$ cat config.mk
export PLATFORM = sky130hd
export DESIGN_NAME = watchdog_supervisor
export DESIGN_NICKNAME = d
export VERILOG_FILES = /design/src/rtl/watchdog_supervisor_pkg.sv /design/src/rtl/wd_hb_aggregator.sv /design/src/rtl/watchdog_supervisor.sv
export SDC_FILE = /design/constraint.sdc
export NUM_CORES = 1
export LEC_CHECK = 0
export BUFFER_PORTS_ARGS = -buffer_cell sky130_fd_sc_hd__buf_2
export CORE_ASPECT_RATIO = 0.8
export CORE_MARGIN = 3
export CORE_UTILIZATION = 51
export CTS_CLUSTER_SIZE = 20
export DETAILED_ROUTE_END_ITERATION = 16
export PLACE_DENSITY_LB_ADDON = 0.25
export SYNTH_ARGS = -nofsm -noshare
export SYNTH_HDL_FRONTEND = slang
export SYNTH_HIERARCHICAL = 1
export SYNTH_SLANG_ARGS = --single-unit
$ cat constraint.sdc
create_clock -name clk -period 2.5 [get_ports clk]
set_input_delay 0.125 -clock clk [delete_from_list [all_inputs] [get_ports clk]]
set_output_delay 0.125 -clock clk [all_outputs]
set_load 0.02 [all_outputs]
$ cat src/rtl/watchdog_supervisor_pkg.sv
// wd_sup_pkg: shared FSM encoding and timer sizing for watchdog_supervisor.
package wd_sup_pkg;
  typedef enum logic [2:0] {
    IDLE  = 3'd0,
    ARMED = 3'd1,
    MUTE  = 3'd2,
    RESET = 3'd3,
    GRACE = 3'd4,
    FAULT = 3'd5
  } state_t;
  function automatic int max3(input int a, input int b, input int c);
    return a > b ? (a > c ? a : c) : (b > c ? b : c);
  endfunction
  localparam int TMR_W = $clog2(max3(16, 32, 256) + 1);
endpackage

$ cat src/rtl/wd_hb_aggregator.sv
// wd_hb_aggregator: collects per-client liveness into a single registered heartbeat pulse.
module wd_hb_aggregator #(
  parameter int N = 3
) (
  input  logic         clk,
  input  logic         rst,
  input  logic         clr,
  input  logic         en,
  input  logic [N-1:0] client_alive,
  output logic         hb_pulse
);
  logic [N-1:0] seen_q, seen_d;
  logic         hb_d;
  logic         full;
  assign full = &seen_q;
  // Pulses landing on the clearing edge seed the next round.
  always_comb begin
    seen_d = clr ? '0 : !en ? seen_q : full ? client_alive : seen_q | client_alive;
    hb_d   = !clr && en && full;
  end
  always_ff @(posedge clk) begin
    if (rst) begin
      seen_q   <= '0;
      hb_pulse <= 1'b0;
    end else begin
      seen_q   <= seen_d;
      hb_pulse <= hb_d;
    end
  end
endmodule

$ cat src/rtl/watchdog_supervisor.sv
// watchdog_supervisor: arms the watchdog, aggregates heartbeats, sequences recovery; WD_SUP_EVENT_CNT_EN adds recovery_events.
module watchdog_supervisor
  import wd_sup_pkg::*;
#(
  parameter int N_CLIENTS    = 3,
  parameter int MUTE_CYCLES  = 16,
  parameter int RESET_CYCLES = 32,
  parameter int GRACE_CYCLES = 256,
  parameter int MAX_RETRIES  = 3
) (
  input  logic                               clk,
  input  logic                               rst,
  input  logic                               sys_enable,
  input  logic [N_CLIENTS-1:0]               client_alive,
  input  logic                               wd_force_reset,
  input  logic                               clear_fault,
  output logic                               wd_enable,
  output logic                               wd_heartbeat,
  output logic                               rf_mute,
  output logic                               subsys_reset,
  output logic                               fault_latched,
  output logic [$clog2(MAX_RETRIES+1)-1:0]   retry_count,
  output logic [2:0]                         state
`ifdef WD_SUP_EVENT_CNT_EN
  ,output logic [15:0]                       recovery_events
`endif
);
  localparam int TW = $clog2(max3(MUTE_CYCLES, RESET_CYCLES, GRACE_CYCLES) + 1);
  localparam int RW = $clog2(MAX_RETRIES + 1);
  state_t          state_q, state_d;
  logic [TW-1:0]   tmr_q, tmr_d, dwell;
  logic [RW-1:0]   rc_q, rc_d, rc_eff;
  logic            hb;
  logic            sat;
  assign dwell = state_q == MUTE  ? TW'(MUTE_CYCLES - 1) :
                 state_q == RESET ? TW'(RESET_CYCLES - 1) : TW'(GRACE_CYCLES - 1);
  // A heartbeat on the current cycle already proves recovery, so it wins over a stale count.
  assign rc_eff = hb ? '0 : rc_q;
  assign sat    = rc_eff == RW'(MAX_RETRIES);
  always_comb begin
    state_d = state_q;
    rc_d    = rc_q;
    if (!sys_enable && state_q != FAULT) state_d = IDLE;
    else begin
      case (state_q)
        IDLE:  state_d = ARMED;
        ARMED: begin
          rc_d = rc_eff;
          if (wd_force_reset) begin
            state_d = sat ? FAULT : MUTE;
            rc_d    = sat ? rc_eff : rc_eff + 1'b1;
          end
        end
        MUTE, RESET, GRACE:
          if (tmr_q == dwell) state_d = state_q == GRACE ? ARMED : state_t'(state_q + 3'd1);
        FAULT: begin
          if (clear_fault) begin
            state_d = IDLE;
            rc_d    = '0;
          end
        end
        default: state_d = IDLE;
      endcase
    end
    tmr_d = (state_d == state_q && (state_q == MUTE || state_q == RESET || state_q == GRACE)) ?
            tmr_q + 1'b1 : '0;
  end
  always_ff @(posedge clk) begin
    if (rst) begin
      state_q <= IDLE;
      tmr_q   <= '0;
      rc_q    <= '0;
    end else begin
      state_q <= state_d;
      tmr_q   <= tmr_d;
      rc_q    <= rc_d;
    end
  end
  wd_hb_aggregator #(.N(N_CLIENTS)) u_hb (
    .clk          (clk),
    .rst          (rst),
    .clr          (state_d != ARMED),
    .en           (state_q == ARMED),
    .client_alive (client_alive),
    .hb_pulse     (hb)
  );
  assign wd_enable     = state_q == ARMED;
  assign wd_heartbeat  = hb;
  assign rf_mute       = state_q != ARMED;
  assign subsys_reset  = state_q == RESET;
  assign fault_latched = state_q == FAULT;
  assign retry_count   = rc_q;
  assign state         = state_q;
`ifdef WD_SUP_EVENT_CNT_EN
  logic [15:0] ev_q;
  always_ff @(posedge clk) begin
    if (rst) ev_q <= '0;
    else if (state_q == ARMED && (state_d == MUTE || state_d == FAULT) && ev_q != 16'hFFFF)
      ev_q <= ev_q + 16'd1;
  end
  assign recovery_events = ev_q;
`endif
endmodule

# == After elaboration in Yosys (flattened, before gate mapping) ==
# Index checks and enable logic that the tools add are counted.
# totals
word_cells,53
output_inout_bits,10
inputBits,8
register_bits,18
# op_classes
n_mux,15
n_eq_ne,12
n_addsub,3
reduce_logical,15
bitwise_logic,3
# ops
op,count
$mux W3,7
$mux W8,2
$pmux W3 S4,1
$add A9 B1 Y9 const B,1
$eq A9 B8 Y1,1
$mux W2,4
$eq A3 B2 Y1 const B,2
$eq A3 B3 Y1 const B,2
$ne A3 B1 Y1 const B,2
$reduce_and A3 Y1,2
$logic_and A1 B1 Y1,4
$pmux W2 S2,1
$reduce_or A2 Y1,2
$add A3 B1 Y3 const B,1
$eq A3 B1 Y1 const B,1
$eq A3 B3 Y1,1
$logic_not A3 Y1,1
$ne A3 B3 Y1 const B,1
$or A3 B3 Y3,1
$reduce_or A3 Y1,1
$add A2 B1 Y2 const B,1
$eq A2 B2 Y1 const B,1
$logic_not A1 Y1,2
$logic_or A1 B1 Y1,2
3 further kinds,4

# == Logic depth before layout (Yosys ltp) ==
# Gate-level depths: netlist (run 1).
# logic_depth
word_depth,11
depth_mapped,11
ltp_nobuf,10

# == Modules after synthesis ==
# Netlist (run 1), hierarchy kept.
# modules_own_cells
mod,area_each_um2,instances,cells_per_inst,seq_area_each_um2
watchdog_supervisor,1093.5,1,136,280.3
wd_hb_aggregator,171.4,1,16,80.1

# == Least setup slack after synthesis (run 1) ==
# OpenSTA, ideal clock, no wires.
# synth_timing
path_kind,reg2reg
start,register state_q[0] (netlist: state[0])
end,register u_hb.seen_q[0]
arrival_ps,2837
path_slack_ps,-406
path_stages_with_launch,12
setup_ps,70
cell_sequence,dfxtp_1 clkbuf_1 inv_1 ha_1 nor2b_2 or3_4 a2111oi_4 mux2i_1 o21ai_1 nand3b_1 or2_2 a21oi_1
# synth_via
elab_chain_cells,9
elab_cells_between_ends,21
cone_classes,add/sub (1); eq/ne (8); mux (8); reduce/logical (4)
# synth_lines
element,line,text
"start, declared",watchdog_supervisor.sv:30,"state_t state_q, state_d;"
"start signal, assigned",watchdog_supervisor.sv:74,state_q <= state_d;
$eq A3 B2 Y1,"watchdog_supervisor.sv:36, watchdog_supervisor.sv:45",
$mux W8,watchdog_supervisor.sv:36,state_q == RESET ? TW'(RESET_CYCLES - 1) : TW'(GRACE_CYCLES - 1);
$mux W8,watchdog_supervisor.sv:35,assign dwell = state_q == MUTE ? TW'(MUTE_CYCLES - 1) :
$eq A9 B8 Y1,watchdog_supervisor.sv:55,if (tmr_q == dwell) state_d = state_q == GRACE ? ARMED : state_t'(state_q + 3'd1);
$mux W3,watchdog_supervisor.sv:55,
$pmux W3 S4,watchdog_supervisor.sv:45,case (state_q)
$mux W3,watchdog_supervisor.sv:43,if (!sys_enable && state_q != FAULT) state_d = IDLE;
$ne A3 B1 Y1,watchdog_supervisor.sv:82,".clr (state_d != ARMED),"
$reduce_or A2 Y1 (no line),-,
"end signal, assigned",wd_hb_aggregator.sv:26,seen_q <= seen_d;
"end, declared",wd_hb_aggregator.sv:12,"logic [N-1:0] seen_q, seen_d;"
# Several ways; a longest one is shown, not always the timed one.
# A chain may end at the register's enable or synchronous reset.

# == Final worst setup path (run 1) ==
# layout_timing
start,register state_q[1] (netlist: state[1])
end,register u_hb.seen_q[0]
# The elaborated chain is that of the path after synthesis.

==> results of run 1 <==
[registers in the layout, indices dropped and copies added (netlist names)]
signal,count
u_hb/seen_q,3
u_hb/hb_pulse,1
tmr_q,9
state,3
retry_count,2
[layout make-up]
| cell class | instances | area (um2) |
|---|---|---|
| Clock buffer | 4 | 36.3 |
| Fill cell | 180 | 692 |
| Multi-Input combinational cell | 124 | 940 |
| Sequential cell | 18 | 372 |
| Timing Repair Buffer | 26 | 153 |
| Inverter | 7 | 28.8 |
| Tap cell | 25 | 31.3 |
[stage by stage]
stage               setup TNS (ps)  std cells  utilization, %  setup slack, ps
CTS                           -106        204            68.3            -32.0
global route                  -970        204            69.3             -114
detailed placement            -417        198            65.3             -118
floorplan                    -26.2        152               -            -8.73
finish                        -113        204            69.3            -33.3
global placement                 0        198            65.3             6.95
[where the power goes]
group / total (W) / internal, W / switching [W]
sequential: 0.000292 / 0.000287 / 0.00000441
combinational: 0.0000834 / 0.0000321 / 0.0000513
clock: 0.000187 / 0.0000890 / 0.0000985
total: 0.000563 / 0.000409 / 0.000154
[path summary, 6_finish.rpt]
check	start	end	slack, ps
setup / recovery	state[1]$_SDFF_PP0_	u_hb/seen_q[0]$_SDFFE_PP0P_	-30
hold / removal	rst	retry_count[1]$_SDFFE_PP0P_	90
setup reg to reg	state[1]$_SDFF_PP0_	u_hb/seen_q[0]$_SDFFE_PP0P_	-30
hold reg to reg	u_hb/seen_q[1]$_SDFFE_PP0P_	u_hb/hb_pulse$_SDFF_PP0_	540
[critical path: cells and delay by family, from the launching register on]
kind	cells	cell delay [ps]
and+or+nand+nor	3	850
AOI/OAI and AO/OA	3	480
DFF	1	390
adders and majority gates	2	310
muxes	1	240
buffers and inverters	1	200
[cell usage in the layout (no fill, tap or decap), types with 4 or more instances in the layout]
cell,Yosys,final
a211oi_1,4,4
xnor2_1,5,5
nand2_1,13,12
nor2_1,19,18
a21oi_1,8,5
nand3_1,4,4
inv_1,7,6
o21ai_0,4,4
or4_1,6,6
buf_2,1,17
dfxtp_1,18,15
buf_4,0,9
[per-layer routing]
layer  track usage [%]  up-vias  part of all wire [%]
li1                  -      617                     -
met1              33.8      601                    46
met2              33.1       40                    46
met3              5.40        7                   5.9
met4              8.13        0                   1.6
met5                 0        -                     0
[timing repair]
item                       4_1_cts  5_1_grt
buffers inserted                 2        0
resized for setup                4        6
setup endpoints to repair        4       13
pin swaps                        5        2
[cells by family after synthesis]
family / Yosys count / synth area share, %
XOR/XNOR: 8 / 5.54
multiplexers: 5 / 4.06
buffers and inverters: 10 / 3.07
AND/OR/NAND/NOR: 67 / 28.7
AO/OA/AOI/OAI: 38 / 24.2
adder cells (fa/ha/maj): 6 / 5.93
flip-flops: 18 / 28.5
==> results.sh, run 1 <==
export IMPL_p_total_w=0.000563
export IMPL_status="complete, but fails checks"
export IMPL_grt_pass1_wl_um=5450
export IMPL_grt_use_total_pct=23.3
export IMPL_setup_ws_ps=-33.3
export IMPL_max_freq_ghz=0.395
export IMPL_row_count=15
export IMPL_power_leakage_nw=0.575
export IMPL_dr_first_iter_drc_count=47
export IMPL_core_area_mm2=0.00225
export IMPL_synth_distinct_cells=48
export IMPL_portBuffers=17
export IMPL_synth_edf_count=0
export IMPL_die_area_mm2=0.00312
export IMPL_wl_um=3280
export IMPL_clk_insertion_delay_late_ps=310
export IMPL_skew_ps=5.79
export IMPL_dpl_hpwl_um=2390
export IMPL_ff2ff_path_depth=10
export IMPL_cts_max_level=1
export IMPL_cts_hold_buf=0
export IMPL_grt_ovfl_total=0
export IMPL_pin_count=18
export IMPL_post_drt_wl_per_cell_um=16.1
export IMPL_netlist_area_mm2=0.00126
export IMPL_synth_top_cell_by_area="dfxtp_1"
export IMPL_ys_warn_count=6
export IMPL_hold_class="in2reg"
export IMPL_timing_final_crit_period_ps=2530
export IMPL_max_cap_violations=0
export IMPL_grt_max_degree=16
export IMPL_die_y_um=50.5
export IMPL_drv_slew=0
export IMPL_vias=1265
export IMPL_syn_instance_count=152
export IMPL_antenna_found_initial=0
export IMPL_start_util_pct=56.2
export IMPL_ir_drop_mv=0.248
export IMPL_vias_per_cell=6.20
export IMPL_worstMarginPinSlew_ps=430
export IMPL_async_flop_share_pct=0
export IMPL_p_per_area_mw_per_mm2=361
export IMPL_syn_to_final_growth_pct=23.3
export IMPL_drc=0
export IMPL_place_area_mm2=0.00147
export IMPL_setup_viol=7
export IMPL_clock_sinks=18
export IMPL_clockBufferDepth=2
export IMPL_synth_top_area_share_pct=28.5
export IMPL_synth_most_common_cell="nor2_1"
export IMPL_die_w_um=61.7
export IMPL_place_gp_congestion=0.874
export IMPL_maxSlewHeadroom_pct=71.3
export IMPL_hold_worst_slack_ps=86.2
export IMPL_nNetsFinal=194
export IMPL_cp_data_arrival_time_ps=2780
export IMPL_max_stage_delay_ps=410
export IMPL_path_max_fanout=5
export IMPL_rsz0062_at_grt="true"
export IMPL_cp_cell_sequence="ha_4, ha_4, or3_4, a2111oi_4, buf_4, mux2i_2, o21ai_1, nand3b_1, or2_4, a21oi_2"
export IMPL_path_class="reg2reg"
export IMPL_firstDrtPassIters=4
export IMPL_diodes=0
export IMPL_cts_root_buf="clkbuf_4"
export IMPL_yosysSeqAreaShare_pct=28.5
export IMPL_drive_gt1_share_pct=32.4
export IMPL_synth_fp_nets=166
export IMPL_min_path_cells=2
export IMPL_cts_clk_slew_worst_paths_ps=110
export IMPL_ys_ff_latch=18
export IMPL_hold_viol=0
export IMPL_fin_crit_sh_pct=101
export IMPL_synth_common_cells="nor2_1 (19), dfxtp_1 (18), nand2_1 (13)"
export IMPL_endpoint_kind="flip-flop"
export IMPL_failed_checks="negative setup slack"
export IMPL_crit_top_cell="ha_4"
export IMPL_critPathSlowestCell="or3_4"
export IMPL_worst_setup_path_start_kind="flip-flop"
export IMPL_synthTopCellsByArea="dfxtp_1 (28%), ha_1 (5.9%), nor2_1 (5.6%)"
export IMPL_design_area_mm2=0.00156
export IMPL_cts_tree="built"
export IMPL_grt_pass1_vias=1150
export IMPL_syn_avg_cell_area_um2=8.32
export IMPL_numCtsBuffers=3
export IMPL_required_ps=2750
export IMPL_antenna_left=0
export IMPL_ys_flop_type="dfxtp_1"
(Power assumes the default switching activity.)
==> inputs of run 2 (changes only) <==
--- a/config.mk
+++ b/config.mk
@@ -8,11 +8,10 @@
 export BUFFER_PORTS_ARGS = -buffer_cell sky130_fd_sc_hd__buf_2
 export CORE_ASPECT_RATIO = 0.8
 export CORE_MARGIN = 3
-export CORE_UTILIZATION = 51
+export CORE_UTILIZATION = 50
 export CTS_CLUSTER_SIZE = 20
 export DETAILED_ROUTE_END_ITERATION = 16
 export PLACE_DENSITY_LB_ADDON = 0.25
 export SYNTH_ARGS = -nofsm -noshare
 export SYNTH_HDL_FRONTEND = slang
-export SYNTH_HIERARCHICAL = 1
 export SYNTH_SLANG_ARGS = --single-unit
==> results.sh, run 2 <==
export IMPL_power_leakage_nw=0.570
export IMPL_worstMarginPinSlew_ps=434
export IMPL_setup_viol=0
export IMPL_grt_max_degree=13
export IMPL_ff2ff_path_depth=8
export IMPL_ir_drop_mv=0.348
export IMPL_switching_share_pct=25.9
export IMPL_grt_pass1_wl_um=5000
export IMPL_place_gp_congestion=0.886
export IMPL_core_area_mm2=0.00201
export IMPL_pwr_share_comb_pct=14.3
export IMPL_maxSlewHeadroom_pct=70.9
export IMPL_syn_instance_count=135
export IMPL_cts_tree="built"
export IMPL_nNetsFinal=182
export IMPL_required_ps=2700
export IMPL_drc=0
export IMPL_fin_crit_sh_pct=98.5
export IMPL_grt_ovfl_total=0
export IMPL_die_y_um=48.7
export IMPL_final_common_cell="buf_2"
export IMPL_timing_critical_path_from="state[1]$_SDFF_PP0_"
export IMPL_design_area_mm2=0.00151
export IMPL_final_util_pct=74.9
export IMPL_portBuffers=17
export IMPL_fillCellCount=145
export IMPL_post_drt_wl_per_cell_um=16.7
export IMPL_pin_count=18
export IMPL_cp_data_arrival_time_ps=2670
export IMPL_clock_sinks=18
export IMPL_row_count=14
export IMPL_max_freq_ghz=0.406
export IMPL_place_area_mm2=0.00130
export IMPL_drv_slew=0
export IMPL_largest_reg_flops=9
export IMPL_pwr_share_seq_pct=52.6
export IMPL_status="complete, no violations"
export IMPL_max_cap_violations=0
export IMPL_vias_per_cell=6.39
export IMPL_skew_ps=18.6
export IMPL_path_class="reg2reg"
export IMPL_grt_pass1_vias=1105
export IMPL_crit_path_end="u_hb.seen_q[1]$_SDFFE_PP0P_"
export IMPL_p_clk_share_pct=33.1
export IMPL_clk_insertion_delay_late_ps=310
export IMPL_endpoint_kind="flip-flop"
export IMPL_synth_distinct_cells=49
export IMPL_finalSetupTns_ps=0
export IMPL_antenna_found_initial=0
export IMPL_rr_endpoint="u_hb.seen_q[1]$_SDFFE_PP0P_"
export IMPL_synth_most_common_cell="dfxtp_1"
export IMPL_synthTopCellsByArea="dfxtp_1 (32%), ha_1 (6.6%), nor2_1 (4.6%)"
export IMPL_switching_power_w=0.000144
export IMPL_path_max_fanout=7
export IMPL_worst_setup_path_start_kind="flip-flop"
export IMPL_dpl_hpwl_um=2110
export IMPL_synth_top_area_share_pct=31.6
export IMPL_r2r_start="state[1]$_SDFF_PP0_"
export IMPL_regMostFlops="tmr_q"
export IMPL_numCtsBuffers=3
export IMPL_p_per_area_mw_per_mm2=369
export IMPL_netlist_area_mm2=0.00114
export IMPL_vias=1220
export IMPL_syn_avg_cell_area_um2=8.43
export IMPL_synth_edf_count=0
export IMPL_firstDrtPassIters=4
export IMPL_cts_clk_slew_worst_paths_ps=120
export IMPL_layout_common_cells="buf_2 (17), dfxtp_1 (15), buf_4 (12), inv_1 (8)"
export IMPL_start_util_pct=56.5
export IMPL_synth_top_cell_by_area="dfxtp_1"
export IMPL_hold_class="in2reg"
export IMPL_async_flop_share_pct=0
export IMPL_syn_to_final_growth_pct=32.5
export IMPL_synth_fp_nets=149
export IMPL_die_w_um=59.4
export IMPL_grt_use_total_pct=22.4
export IMPL_cts_max_level=1
export IMPL_ys_ff_latch=18
export IMPL_p_int_w=0.000412
export IMPL_yosysSeqAreaShare_pct=31.6
export IMPL_antenna_left=0
export IMPL_synth_common_cells="dfxtp_1 (18), nor2_1 (14), inv_1 (9)"
export IMPL_ys_flop_type="dfxtp_1"
export IMPL_timing_final_crit_period_ps=2460
export IMPL_ys_warn_count=0
export IMPL_diodes=0
export IMPL_wl_um=3190
export IMPL_r2r_slack_ps=40
export IMPL_clockBufferDepth=2
export IMPL_drive_gt1_share_pct=38.9
export IMPL_cts_root_buf="clkbuf_4"
export IMPL_hold_viol=0
export IMPL_dr_first_iter_drc_count=91
export IMPL_die_area_mm2=0.00289
## run 2: changes by cell type after synthesis, sizes merged, moves of 3 or more
cell / change
nand2: -6
nand3: +3
mux2i: -3
or4: -6
nor2: -5
a21oi: -4
## run 2: critical path, cell delays in order, from the launching register on
cell	delay [ps]
dfxtp_2	390
ha_1	210
ha_2	180
buf_4	160
or3b_2	540
nand3_1	140
mux2i_1	100
or2_2	340
nor4_2	300
## run 2: routing by layer
metal	vias up	track usage, %	wire [um]
met3	16	5.32	265
li1	570	-	-
met2	60	33.1	1430
met4	0	10.6	96
met1	574	30.0	1410
met5	-	0	0
## run 2: worst min path at each step
stage	start	to	slack [ps]	cells past startpoint
6_report	rst	state[1]$_SDFF_PP0_	50	2
5_1_grt	rst	retry_count[1]$_SDFFE_PP0P_	50	2
4_1_cts	rst	state[1]$_SDFF_PP0_	50	2
3_5_place_dp	rst	retry_count[1]$_SDFFE_PP0P_	370	2
3_3_place_gp	rst	retry_count[1]$_SDFFE_PP0P_	370	2
2_1_floorplan	rst	state[2]$_SDFF_PP0_	200	1
## run 2: final cells by class
cell class,count,area [um2],share of cell area (%)
clock buffer,4,36.3,2.40
multi-input combinational,106,853,56.6
timing repair buffer,30,186,12.4
inverter,9,36.3,2.40
sequential,18,367,24.3
tap,24,30.0,1.99
## run 2: cell families after synthesis
kind of cell,count (synthesis),share of synthesized area (%)
compound gates,36,24.7
xor+xnor,8,6.15
fa+ha+maj,6,6.59
buf+inv,11,3.63
flops,18,31.6
mux,1,0.879
simple gates,55,26.4
## run 2: what timing repair did
item	in CTS	in global routing
cloned	0	0
hold buffers	0	0
pin swaps	2	10
buffers inserted	3	3
endpoints found under the setup margin	13	13
gates resized for setup	3	27
## run 2: power groups by stage
stage	Sequential, W	Combinational, W	Clock (W)
CTS	0.000292	0.0000677	0.000183
floorplan	0.000301	0.0000362	0
finish	0.000293	0.0000797	0.000184
detailed placement	0.000299	0.0000638	0
global placement	0.000299	0.0000626	0
global route	0.000294	0.0000855	0.000200
## run 2: per-stage QoR
stage                     total power, W  setup slack [ps]  cells  hold slack, ps
after detailed placement        0.000363             -81.8    181             371
after floorplan                 0.000337              4.94    135             196
after global placement          0.000361              1.80    181             368
after CTS                       0.000543              5.83    188            46.4
final                           0.000557              36.3    191            51.4
after global routing            0.000579             -9.05    191            51.2
